**src/rtl/riscv_lsu.sv**
```systemverilog
// Load/store unit: one aligned byte/half/word access at a time toward a byte-enabled data memory.
// Optional LSU_MISALIGN_TRAP_EN: misaligned half/word accesses return an error instead of being aligned.
module riscv_lsu #(
  parameter int unsigned TIMEOUT_CYCLES = 16
) (
  input  logic        clk,
  input  logic        rst_n,
  input  logic        req_valid,
  output logic        req_ready,
  input  logic        req_we,
  input  logic [1:0]  req_size,
  input  logic        req_unsigned,
  input  logic [31:0] req_addr,
  input  logic [31:0] req_wdata,
  output logic        resp_valid,
  output logic [31:0] resp_rdata,
  output logic        resp_err,
  output logic [31:0] mem_addr,
  output logic [31:0] mem_wdata,
  output logic [3:0]  mem_be,
  output logic        mem_write,
  output logic        mem_read,
  input  logic [31:0] mem_rdata,
  input  logic        mem_ack
);

  typedef enum logic [1:0] {IDLE, ACCESS, RESP} state_t;

  localparam logic [7:0] LIMIT = 8'(TIMEOUT_CYCLES - 1);

  state_t      state;
  logic [7:0]  cnt;
  logic [1:0]  size_q;
  logic [1:0]  off_q;
  logic        uns_q;
  logic        we_q;

  logic [1:0]  off_n;
  logic [3:0]  be_n;
  logic [31:0] wd_n;
  logic        illegal;
  logic [31:0] shifted;
  logic [31:0] load_data;

  // Effective lane offset: halfwords keep addr[1] only, words always use lane 0.
  always_comb begin
    off_n   = 2'b00;
    be_n    = 4'b1111;
    wd_n    = req_wdata;
    illegal = 1'b0;
    case (req_size)
      2'd0: begin
        off_n = req_addr[1:0];
        be_n  = 4'b0001 << req_addr[1:0];
        wd_n  = {4{req_wdata[7:0]}};
      end
      2'd1: begin
        off_n = {req_addr[1], 1'b0};
        be_n  = 4'b0011 << {req_addr[1], 1'b0};
        wd_n  = {2{req_wdata[15:0]}};
`ifdef LSU_MISALIGN_TRAP_EN
        illegal = req_addr[0];
`endif
      end
      2'd2: begin
`ifdef LSU_MISALIGN_TRAP_EN
        illegal = (req_addr[1:0] != 2'b00);
`endif
      end
      default: illegal = 1'b1;
    endcase
  end

  always_comb begin
    shifted   = mem_rdata >> {off_q, 3'b000};
    load_data = shifted;
    case (size_q)
      2'd0:    load_data = uns_q ? {24'd0, shifted[7:0]}  : {{24{shifted[7]}},  shifted[7:0]};
      2'd1:    load_data = uns_q ? {16'd0, shifted[15:0]} : {{16{shifted[15]}}, shifted[15:0]};
      default: load_data = shifted;
    endcase
  end

  always_ff @(posedge clk or negedge rst_n) begin
    if (!rst_n) begin
      state      <= IDLE;
      cnt        <= 8'd0;
      size_q     <= 2'd0;
      off_q      <= 2'd0;
      uns_q      <= 1'b0;
      we_q       <= 1'b0;
      req_ready  <= 1'b1;
      resp_valid <= 1'b0;
      resp_rdata <= 32'd0;
      resp_err   <= 1'b0;
      mem_addr   <= 32'd0;
      mem_wdata  <= 32'd0;
      mem_be     <= 4'd0;
      mem_write  <= 1'b0;
      mem_read   <= 1'b0;
    end else begin
      case (state)
        IDLE: begin
          if (req_valid) begin
            size_q    <= req_size;
            off_q     <= off_n;
            uns_q     <= req_unsigned;
            we_q      <= req_we;
            req_ready <= 1'b0;
            cnt       <= 8'd0;
            if (illegal) begin
              state      <= RESP;
              resp_valid <= 1'b1;
              resp_err   <= 1'b1;
            end else begin
              state     <= ACCESS;
              mem_read  <= !req_we;
              mem_write <= req_we;
              mem_addr  <= {req_addr[31:2], 2'b00};
              mem_be    <= be_n;
              mem_wdata <= wd_n;
            end
          end
        end
        ACCESS: begin
          // Ack takes priority over the watchdog when both land in the same cycle.
          if (mem_ack || cnt == LIMIT) begin
            state      <= RESP;
            resp_valid <= 1'b1;
            resp_err   <= !mem_ack;
            resp_rdata <= (mem_ack && !we_q) ? load_data : 32'd0;
            mem_read   <= 1'b0;
            mem_write  <= 1'b0;
            mem_addr   <= 32'd0;
            mem_be     <= 4'd0;
            mem_wdata  <= 32'd0;
          end else begin
            cnt <= cnt + 8'd1;
          end
        end
        RESP: begin
          state      <= IDLE;
          req_ready  <= 1'b1;
          resp_valid <= 1'b0;
          resp_err   <= 1'b0;
          resp_rdata <= 32'd0;
        end
        default: state <= IDLE;
      endcase
    end
  end

endmodule

```
**config.mk**
```make
export PLATFORM = sky130hd
export DESIGN_NAME = riscv_lsu
export DESIGN_NICKNAME = d
export VERILOG_FILES = /design/src/rtl/riscv_lsu.sv
export SDC_FILE = /design/constraint.sdc
export NUM_CORES = 1
export LEC_CHECK = 0
export BUFFER_PORTS_ARGS = -buffer_cell sky130_fd_sc_hd__buf_4
export CAP_MARGIN = 5
export CELL_PAD_IN_SITES_DETAIL_PLACEMENT = 1
export CELL_PAD_IN_SITES_GLOBAL_PLACEMENT = 1
export CORE_UTILIZATION = 37
export CTS_BUF_LIST = sky130_fd_sc_hd__clkbuf_8 sky130_fd_sc_hd__clkbuf_16
export CTS_CLUSTER_SIZE = 8
export DETAILED_ROUTE_END_ITERATION = 10
export GPL_TIMING_DRIVEN = 0
export PLACE_DENSITY = 0.81
export SYNTH_ARGS = -nofsm -noshare
export SYNTH_HDL_FRONTEND = slang
export SYNTH_SLANG_ARGS = --single-unit
export TNS_END_PERCENT = 5
```
**constraint.sdc**
```tcl
create_clock -name clk -period 2.6 [get_ports clk]
set_input_delay 0.39 -clock clk [delete_from_list [all_inputs] [get_ports clk]]
set_output_delay 0.39 -clock clk [all_outputs]
set_load 0.01 [all_outputs]
```
# --- After elaboration in Yosys (flattened, before gate mapping) ---
# Index checks and enable logic that the tools add are counted.
classes:
  add_sub_neg: 1
  eq_ne: 11
  n_shift: 3
  mux: 42
  n_reduce_logical: 20
op_table:
  columns: ["operator", "n"]
  rows:
  - ["$pmux W32 S2", 5]
  - ["$mux W32", 9]
  - ["$shr A32 B5 Y32", 1]
  - ["$mux W8", 2]
  - ["$pmux W4 S2", 2]
  - ["$pmux W8 S2", 1]
  - ["$mux W4", 3]
  - ["$mux W1", 10]
  - ["$ne A2 B2 Y1 const B", 5]
  - ["$add A8 B1 Y8 const B", 1]
  - ["$eq A8 B4 Y1 const B", 1]
  - ["$pmux W2 S2", 2]
  - ["$reduce_and A2 Y1", 4]
  - ["$reduce_and A4 Y1", 2]
  - ["$eq A2 B1 Y1 const B", 3]
  - ["$logic_not A2 Y1", 3]
  - ["$mux W2", 3]
  - ["$pmux W1 S2", 3]
  - ["$pmux W1 S3", 2]
  - ["$reduce_bool A2 Y1", 3]
  - ["$eq A2 B2 Y1 const B", 2]
  - ["$shl A1 B2 Y4 const A", 1]
  - ["$shl A2 B2 Y4 const A", 1]
  - ["$logic_not A1 Y1", 3]
  - ["5 further kinds", 5]
word_totals:
  regBits: 121
  elab_cells: 92

# --- Depth between registers and ports, before layout ---
logic_depth:
  depth_word: 6
  mapped_depth: 7
  ltp_nobuf: 5

# --- Worst setup path after synthesis ---
# No wires, ideal clock.
synth_timing:
  path_kind: "register -> register"
  from: "register cnt[5]"
  to: "register mem_addr[13]"
  arrival_time_ps: 1707
  path_slack_ps: 772
  stages_incl_launch_ff: 7
  path_buffers: 2
  period_less_slack_ps: 1828
  cell_sequence: "dfrtp_1 or4_4 o21ai_2 a21oi_1 buf_4 buf_6 a22o_1"
synth_via:
  elab_chain_cells: 4
synth_rtl:
  columns: ["item", "line", "rtl"]
  rows:
  - ["start, declared", "32", "logic [7:0] cnt;"]
  - ["start signal, assigned", "138", "cnt <= cnt + 8'd1;"]
  - ["$eq A8 B4 Y1", "127", "if (mem_ack || cnt == LIMIT) begin"]
  - ["$logic_or A1 B1 Y1", "127", null]
  - ["$ne A2 B2 Y1 (no source line)", null, null]
  - ["$reduce_and A4 Y1 (no source line)", null, null]
  - ["end signal, assigned", "119", "mem_addr <= {req_addr[31:2], 2'b00};"]
  - ["end, declared", "18", "output logic [31:0] mem_addr,"]
# Every way passes these cells.
# A chain may end at the register's enable or synchronous reset.

# --- Worst setup path in the final report ---
layout_timing:
  from: "register state[0]"
  to: "register mem_be[2]"
layout_via:
  elab_chain_cells: 3
  elab_cells_between_ends: 8
  classes_between: "4 x eq/ne; 1 x mux; 3 x reduce/logical"
layout_rtl:
  columns: ["item", "line", "rtl"]
  rows:
  - ["start, declared", "31", "state_t state;"]
  - ["start signal, assigned", "86", "state <= IDLE;"]
  - ["start signal, assigned", "112", "state <= RESP;"]
  - ["start signal, assigned", "116", "state <= ACCESS;"]
  - ["$eq A2 B1 Y1 or $logic_not A2 Y1 (tied branches)", "102", "case (state)"]
  - ["$ne A2 B2 Y1 (no source line) or $reduce_bool A2 Y1 (tied branches)", null, null]
  - ["$reduce_and A4 Y1 (no source line)", null, null]
  - ["end signal, assigned", "120", "mem_be <= be_n;"]
  - ["end, declared", "20", "output logic [3:0] mem_be,"]
# Several ways; a longest one is shown, not always the timed one.

==> metrics.txt <==
final wirelength 18900 um; Seq cells post-synth 119; Min Clock Period, post-route 2.19 ns; Worst path max stage delay 0.49 ns; CP max stage cell or3b_1; worst-case clock buffer depth 2; post-synthesis instance total 484; Setup WS pre-CTS 0.204 ns; Syn-to-layout area delta 43.6%; reg-to-reg startpoint state[0]; MaxCap Viol Count 0; critical path class flip-flop to flip-flop; ys flop type dfrtp_1; Avg Cell Area, Syn 11.2 um^2; Port-buffer cells 206; crit path cell chain or3b_1 > a21oi_2 > a21oi_1 > buf_4 > buf_2 > o2bb2ai_1; Die Span X 123 um; Setup Skew 0.0102 ns; drt via density 5.61; critical path required time 2.87 ns; Tcrit/Tclk final 84.2%; share of the yosys chip area belonging to registers 55.0%; EDFF count, synth 0; HP Class primary input to flip-flop; Chip Height 123 um; vias in the first global route 5385; crit path from state[0]; clock transition at the registers of the reported paths 0.05 ns; Peak VDD IR 0.000674 V; clk sinks 119; R2R cell count 6; multi-input logic area 0.00225 mm^2; GRT overflow 0; CP Launch Type flip-flop; Slew Limit Headroom 60.6%; Register Area 0.00298 mm^2; CTS tree built; power per cell area 1200 mW/mm^2; GRT Total Usage 25.8%; Final Hold Fails 0; NetSw 3.39 mW; switch share 36.2%; post-synth design cell area 0.00542 mm^2; HP Start req_we; Clk network pwr share 22.9%; Post-DP HPWL 14000 um; total die area 0.0151 mm^2; Clock Tree Root clkbuf_16; Worst Setup EP mem_be[2]; initial antenna violation count 0; setup_tns 0 ns; Lkg Pwr 3.85 nW; row cnt 43; register share of total power 35.0%; Tightest Pin Transition 0.592 ns; kind of end point of the critical path flip-flop; reg2reg end mem_be[2]; Vias 5073; Initial Util 38.5%; Data arrival, critical path 2.46 ns; DR pass1 iterations 4; worst skew pair latency 0.41 ns; # IOs 209; Fmax 457 MHz; maximum level of the CTS H-tree 4; Critical Path Fanout Max 10; Final Worst Setup Slack 0.412 ns; fin. max-slew vios 0; routed len/inst 20.9 um; Final setup viols 0; # nets final 817; layout filler cell count 1572; DRT iter0 DRCs 272; RD Place Congestion 0.850; yosys warns 0; Gate power share 42.1%; first-pass GRT wire length 29100 um; Distinct cells, synth 51; RSZ-0062 raised after global routing false; pin count of the biggest net entering global routing 86; diode count 0; Reg2Reg Setup Slack 0.41 ns; fraction of registers with async set/reset 100%; status complete, no violations; layout cells sized above 1 35.6%; # DRC 0; Antenna Nets Post-Route 0; core area 0.0141 mm^2; cell internal pwr 5.98 mW; cts bufs inserted 17
## cell usage in the layout (no fill, tap or decap), drive strengths merged, types with 4 or more instances in the layout
| cell type | instances |
|---|---|
| nand2 | 42 |
| nor2 | 20 |
| mux2i | 18 |
| o2bb2ai | 20 |
| o21ai | 27 |
| a21oi | 39 |
| a221o | 8 |
| o22ai | 4 |
| clkbuf | 44 |
| inv | 7 |
| nor2b | 17 |
| buf | 222 |
| a211o | 15 |
| a22o | 57 |
| clkinv | 5 |
| a32o | 7 |
| nand3b | 8 |
| dfrtp | 118 |
## power by group through the flow
stage	logic [mW]	clock network (mW)	registers [mW]
2_1_floorplan	1.70	0	3.49
3_5_place_dp	3.96	0	3.25
4_1_cts	3.98	2.18	3.27
5_1_grt	4.25	2.27	3.37
6_report	3.94	2.15	3.28
3_3_place_gp	3.80	0	3.23
## Yosys cell counts (all sizes together), types with 3 or more instances
cell       n  area [um^2]
inv        4         15.0
buf       15         87.6
o2bb2ai   20          175
a221o      8         80.1
xor2       3         26.3
dfrtp    118         2950
nand2b     3         18.8
clkbuf    25         93.8
mux2i     18          180
nor2      20         77.6
a22o      57          499
nor2b     17          106
a211o     15          131
nand3      3         15.0
o22ai      4         25.0
o21ai     27          139
a32o       7         70.1
a21oi     39          195
nand2     42          158
nand3b     8         60.1
## registers in the layout (all words and copies together), names as in the netlist
name and count:
cnt 8, mem_write 1, state 2, mem_be 4
resp_err 1, req_ready 1, we_q 1, off_q 2
size_q 2, uns_q 1, mem_addr 30, mem_wdata 32
mem_read 1, resp_valid 1, resp_rdata 32
## worst min-delay path by stage
stage	end	slack [ns]	cells after the start
2_1_floorplan	cnt[0]	0.09	0
3_3_place_gp	req_ready	0.46	2
3_5_place_dp	resp_rdata[26]	0.31	1
4_1_cts	mem_read	0.16	2
5_1_grt	uns_q	0.18	3
6_report	mem_read	0.18	2
## kinds of logic (layout without fill, tap and decap cells)
logic type      count (synthesis)  count (layout)  synth area share (%)
mux                            22              22                  4.57
simple gates                  109             109                  10.6
fa+ha+maj                       1               1                 0.231
flops                         119             119                  55.0
buf+inv                        44             283                  3.62
xor+xnor                        4               4                 0.646
compound gates                184             184                  25.3
other cells                     1               2                0.0692
## layout make-up
class                   instances  share of cell area [%]
clock buffers                  19                    5.82
plain buffers                  40                    2.33
flip-flops and latches        119                    38.3
clock inverters                12                    1.14
well taps                     180                    2.89
repair buffers                208                    20.4
multi-input cells             322                    28.9
inverters                       4                   0.193
## what timing repair did
action / 4_1_cts / 5_1_grt
hold endpoints to repair: 34 / 0
hold buffers: 1 / 0
gates resized for setup: 0 / 1
setup endpoints to repair: 0 / 10
setup buffers: 0 / 0
## per-layer routing
layer  vias to the layer above  share of wire, %  global-route usage, %
met5                         -                 0                      0
met4                         0               1.6                   8.13
met3                        18               8.0                   7.84
met2                       240                49                   43.2
met1                      2545                41                   31.8
li1                       2270                 -                      -
## worst max-delay path: cells and delay by family, from the launching register on
kind                   cells  cell delay (ns)
DFF                        1             0.47
buffers and inverters      2             0.45
AOI/OAI and AO/OA          3             0.65
and+or+nand+nor            1             0.49
## stage by stage
stage               cells  hold slack [ns]  utilization (%)  power [mW]  cell area [um^2]
floorplan             485           0.0944                -        5.18              5420
global placement      871            0.459             51.0        7.04              7200
detailed placement    872            0.308             51.3        7.21              7230
global route          904            0.182             55.2        9.88              7780
finish                904            0.180             55.2        9.37              7780
CTS                   904            0.164             55.2        9.43              7780
Power figures use the tool's default switching activity.
